<file path="config.mk">
export PLATFORM = sky130hd
export DESIGN_NAME = cfg_sel_out_pea_loader
export DESIGN_NICKNAME = d
export VERILOG_FILES = /design/src/rtl/pea_pkg.sv /design/src/rtl/cfg_sel_field_check.sv /design/src/rtl/cfg_sel_out_pea_loader.sv
export SDC_FILE = /design/constraint.sdc
export NUM_CORES = 1
export LEC_CHECK = 0
export BUFFER_PORTS_ARGS = -buffer_cell sky130_fd_sc_hd__buf_4
export CORE_UTILIZATION = 57
export CTS_CLUSTER_SIZE = 12
export DETAILED_ROUTE_END_ITERATION = 10
export PLACE_DENSITY = 0.84
export RECOVER_POWER = 25
export SYNTH_ARGS = -nofsm -noshare
export SYNTH_HDL_FRONTEND = slang
export SYNTH_HIERARCHICAL = 1
export SYNTH_SLANG_ARGS = --single-unit
</file>
<file path="constraint.sdc">
create_clock -name clk_i -period 4.4 [get_ports clk_i]
set_input_delay 0.22 -clock clk_i [delete_from_list [all_inputs] [get_ports clk_i]]
set_output_delay 0.22 -clock clk_i [all_outputs]
set_load 0.05 [all_outputs]
</file>
<file path="src/rtl/pea_pkg.sv">
// Shared constants and state type for the PEA output-selector configuration path.
package pea_pkg;

  localparam int N_OUT_PEA              = 16;
  localparam int M                      = 12;
  localparam int LOG_M                  = 4;
  localparam int N_CFG_REGS_SEL_OUT_PEA = (N_OUT_PEA * LOG_M + 31) / 32;

  typedef enum logic [1:0] {
    IDLE  = 2'd0,
    LOAD  = 2'd1,
    CHECK = 2'd2
  } state_e;

endpackage : pea_pkg

</file>
<file path="src/rtl/cfg_sel_field_check.sv">
// Combinational legality check of every selector field in a flattened bank.
// Reports whether all fields are < M and the index of the lowest illegal one.
module cfg_sel_field_check #(
  parameter int N_OUT  = pea_pkg::N_OUT_PEA,
  parameter int M      = pea_pkg::M,
  parameter int LOG_M  = pea_pkg::LOG_M,
  parameter int N_REGS = pea_pkg::N_CFG_REGS_SEL_OUT_PEA,
  parameter int IDX_W  = $clog2(N_OUT)
) (
  input  logic [N_REGS*32-1:0] bank_i,
  output logic                 all_ok_o,
  output logic [IDX_W-1:0]     bad_idx_o
);

  // Scanning from the top down lets the lowest failing field overwrite the index last.
  always_comb begin
    all_ok_o  = 1'b1;
    bad_idx_o = '0;
    for (int j = N_OUT - 1; j >= 0; j--) begin
      if (int'(bank_i[j*LOG_M +: LOG_M]) >= M) begin
        all_ok_o  = 1'b0;
        bad_idx_o = IDX_W'(j);
      end
    end
  end

endmodule : cfg_sel_field_check

</file>
<file path="src/rtl/cfg_sel_out_pea_loader.sv">
// Streams config words into a shadow bank, validates every selector field,
// and atomically commits the shadow to the active selector bank.
module cfg_sel_out_pea_loader
  import pea_pkg::*;
#(
  parameter int N_OUT  = pea_pkg::N_OUT_PEA,
  parameter int M      = pea_pkg::M,
  parameter int LOG_M  = pea_pkg::LOG_M,
  parameter int N_REGS = pea_pkg::N_CFG_REGS_SEL_OUT_PEA
) (
  input  logic                       clk_i,
  input  logic                       rst_i,
  input  logic                       start_i,
  input  logic                       abort_i,
  input  logic [31:0]                cfg_word_i,
  input  logic                       cfg_valid_i,
  output logic                       cfg_ready_o,
  output logic [N_REGS*32-1:0]       reg_cfg_sel_out_pea_o,
  output logic                       busy_o,
  output logic                       done_o,
  output logic                       err_o,
  output logic [$clog2(N_OUT)-1:0]   err_idx_o
);

  localparam int IDX_W = $clog2(N_OUT);
  localparam int CNT_W = (N_REGS > 1) ? $clog2(N_REGS) : 1;
  localparam logic [CNT_W-1:0] LAST_WORD = CNT_W'(N_REGS - 1);

  state_e                     state_q, state_d;
  logic [CNT_W-1:0]           cnt_q, cnt_d;
  logic [N_REGS-1:0][31:0]    shadow_q, shadow_d;
  logic [N_REGS*32-1:0]       active_q, active_d;
  logic                       done_q, done_d;
  logic                       err_q, err_d;
  logic [IDX_W-1:0]           err_idx_q, err_idx_d;

  logic                       all_ok;
  logic [IDX_W-1:0]           bad_idx;

  cfg_sel_field_check #(
    .N_OUT  (N_OUT),
    .M      (M),
    .LOG_M  (LOG_M),
    .N_REGS (N_REGS),
    .IDX_W  (IDX_W)
  ) u_field_check (
    .bank_i    (shadow_q),
    .all_ok_o  (all_ok),
    .bad_idx_o (bad_idx)
  );

  always_comb begin
    // NOTE: every variable gets a default before the case so no path leaves it unassigned (no latches).
    state_d     = state_q;
    cnt_d       = cnt_q;
    shadow_d    = shadow_q;
    active_d    = active_q;
    done_d      = 1'b0;
    err_d       = 1'b0;
    err_idx_d   = err_idx_q;
    cfg_ready_o = 1'b0;

    unique case (state_q)
      IDLE: begin
        if (start_i) begin
          state_d  = LOAD;
          cnt_d    = '0;
          shadow_d = '0;
        end
      end
      LOAD: begin
        cfg_ready_o = !abort_i;
        if (abort_i) begin
          state_d = IDLE;
        end else if (cfg_valid_i) begin
          shadow_d[cnt_q] = cfg_word_i;
          cnt_d           = cnt_q + CNT_W'(1);
          if (cnt_q == LAST_WORD) state_d = CHECK;
        end
      end
      CHECK: begin
        state_d = IDLE;
        if (!abort_i) begin
          if (all_ok) begin
            active_d = shadow_q;
            done_d   = 1'b1;
          end else begin
            err_d     = 1'b1;
            err_idx_d = bad_idx;
          end
        end
      end
      default: state_d = IDLE;
    endcase
  end

  // NOTE: sequential state uses non-blocking assignments so all registers update together at the edge.
  always_ff @(posedge clk_i) begin
    if (rst_i) begin
      state_q   <= IDLE;
      cnt_q     <= '0;
      shadow_q  <= '0;
      active_q  <= '0;
      done_q    <= 1'b0;
      err_q     <= 1'b0;
      err_idx_q <= '0;
    end else begin
      state_q   <= state_d;
      cnt_q     <= cnt_d;
      shadow_q  <= shadow_d;
      active_q  <= active_d;
      done_q    <= done_d;
      err_q     <= err_d;
      err_idx_q <= err_idx_d;
    end
  end

  assign reg_cfg_sel_out_pea_o = active_q;
  assign busy_o                = (state_q != IDLE);
  assign done_o                = done_q;
  assign err_o                 = err_q;
  assign err_idx_o             = err_idx_q;

endmodule : cfg_sel_out_pea_loader

</file>
==> flow_summary.ini <==
[run_status]
outcome = completed

[synth]
avgSynthCellArea_um2 = 9.570
ys_warn_count = 6
synthArstFlopShare_pct = 0
ys_seq_elements = 137
synth_cells = 507
seq_area_frac_synth_pct = 56.52
synth_compound_area_share_pct = 22.12
syn_area_um2 = 4852
synth.mux.area_fraction_pct = 1.031
synthAdderAreaFrac_pct = 0
synth_cell_type_count = 32
synth_simple_gate_area_share_pct = 16.32
synth_nets = 544
synthFlopType = dfxtp_1
synth_edf_count = 0
synth_top_family_by_area = compound AO/OA/AOI/OAI gates
synth-xor-area-share_pct = 0

[worst_setup_path]
r2r_start = shadow_q[51]
crit_family = simple AND/OR/NAND/NOR gates
end_kind = register
worstPathCellList = a22oi_1 > nand2_1 > nor4_2 > nand4bb_4 > nand2_1 > a21oi_1
crit_arrival_ns = 3.33
crit_required_ns = 4.76
reg2reg_slack_ns = 1.43
crit_path_top_delay_cell = nand4bb_4
cp_slowest_stage_delay_ns = 0.85
cp_max_fo = 65
crit_top_cell = nand2_1
rr_worst_depth = 6
timing.rr.end = reg_cfg_sel_out_pea_o[6]
worstSetupPathType = register to register
startpoint_type = register
path_buf_inv = 0

[grt]
grt_start_max_net_pins = 79
grt_pass1_vias = 4431
grt_pass1_wl_um = 21500
grt-ovfl-total = 0
track_usage_pct = 31.87
antenna_found_initial = 0

[floorplan]
die_w_um = 94.27
die_h_um = 94.27
core_um2 = 8217
dieArea_um2 = 8886
rows = 33
floorplan.initialDensity_pct = 59.05
ios = 109

[routing]
route.detailed.drc = 0
drt_iter0_drc = 342
route.met3.wl_um = 837
ant_nets = 0
met1_length_um = 5328
wl_met2_um = 6707
drt-total-wl_um = 13310
via_per_inst = 5.861
wire_per_inst_um = 17.63
first_pass_iters = 5
vias = 4425
highest_layer = met4

[sta]
clock_skew_ns = 0.009874
min_period_over_period_pct = 67.42
finalSetupTns_ns = 0
worst_pin_slew_ns = 1.010
slew_violations = 0
setup_viol = 0
fin_hold_ws_ns = 0.1022
period_needed_ns = 2.966
final-hold-violation-count = 0
maxSlewHeadroom_pct = 32.70
rsz0062_at_grt = false
fmax_ghz = 0.3371

[hold_path]
hold_path_end = state_q[0]
hp-start = cfg_valid_i
whs_path_depth = 4
hold_class = input port to register

[cts]
clockRootBuffer = clkbuf_8
clock_latency_ns = 0.52
clkTransAtPathRegs_ns = 0.06
htree_levels = 4
ctsHoldBuffers = 33
cts_tree = yes
ctsResizeCount = 0
numCtsBuffers = 17
postCtsSetupRepairBufs = 0
clock-sinks = 137
clock_path_buffers = 2

[finish]
area_growth_pct = 32.83
fin_cells = 755
antenna_cells = 0
final_cell_mix = 143 x nand2_1, 137 x dfxtp_1, 68 x a22o_1
fin_area_um2 = 6445
utilization_pct = 78.44
fin_nets = 674
final_common_cell = nand2_1
drive_gt1_share_pct = 16.00

[placed_design]
gp_congestion = 0.8335
place_inst = 690
port-buffer-count = 108
dpl.hpwl_um = 7631
placed_area_um2 = 5698

[pwr]
leakagePower_nw = 2.435
p_per_area_nw_per_um2 = 435.0
vdd_drop_max_uv = 314.8

[run]
drv_cap = 0
-- sequential cells by signal, indices dropped and copies added, names as in the netlist --
| name | cells |
|---|---|
| err_o | 1 |
| err_idx_o | 4 |
| state_q | 2 |
| cnt_q | 1 |
| reg_cfg_sel_out_pea_o | 64 |
| shadow_q | 64 |
| done_o | 1 |
-- synth_stat cells, drive strengths merged, types with 3 or more instances --
library cell	number	share of area, %
a22o	68	12
nor2	11	0.85
a21oi	67	6.9
nand3	3	0.31
nand2b	3	0.39
nand2	143	11
dfxtp	137	57
clkbuf	9	0.70
mux2i	5	1.0
a22oi	6	0.93
nor2b	4	0.52
o31ai	4	1.0
buf	27	3.2
-- layout make-up --
type	count	area (um2)
sequential	137	2743
fill	567	1772
multi-input combinational	333	1964
timing repair buffer	147	994.7
inverter	1	3.754
tap	105	131.4
clock inverter	13	166.4
clock buffer	19	441.7
-- through the flow --
step	worst slack (ns)	total power [W]
3_3_place_gp	1.660	0.001367
6_report	1.434	0.002803
2_1_floorplan	2.352	0.001323
4_1_cts	1.443	0.002806
5_1_grt	1.231	0.002880
3_5_place_dp	1.559	0.001368
-- report_power, final --
part	switching [W]	total, W	internal, W
clock	0.000536	0.00143	0.000898
combinational	0.0000596	0.000114	0.0000545
sequential	0.00000834	0.00126	0.00125
total	0.000604	0.00280	0.00220
-- worst register-to-register path, delay by kind of cell, from the launching register on --
kind	cells	cell delay, ns
compound gates	2	0.42
flops	1	0.36
simple gates	4	2.05
-- per-layer routing --
| layer | vias to the layer above | track usage [%] |
|---|---|---|
| li1 | 2042 | - |
| met1 | 2142 | 36.29 |
| met2 | 196 | 55.01 |
| met3 | 45 | 6.958 |
| met4 | 0 | 17.56 |
| met5 | - | 0 |
-- logic make-up after synthesis --
logic type | Yosys count
DFF | 137
muxes | 5
buffers and inverters | 37
AOI/OAI and AO/OA | 152
and+or+nand+nor | 176
-- worst max path at each step --
stage | from | endpoint | depth (start not counted)
finish | shadow_q[51] | reg_cfg_sel_out_pea_o[6] | 6
global route | shadow_q[59] | reg_cfg_sel_out_pea_o[37] | 6
CTS | shadow_q[51] | reg_cfg_sel_out_pea_o[42] | 6
detailed placement | shadow_q[14] | reg_cfg_sel_out_pea_o[6] | 7
global placement | shadow_q[14] | reg_cfg_sel_out_pea_o[11] | 7
floorplan | state_q[0] | state_q[0] | 4
(Power assumes the default switching activity.)
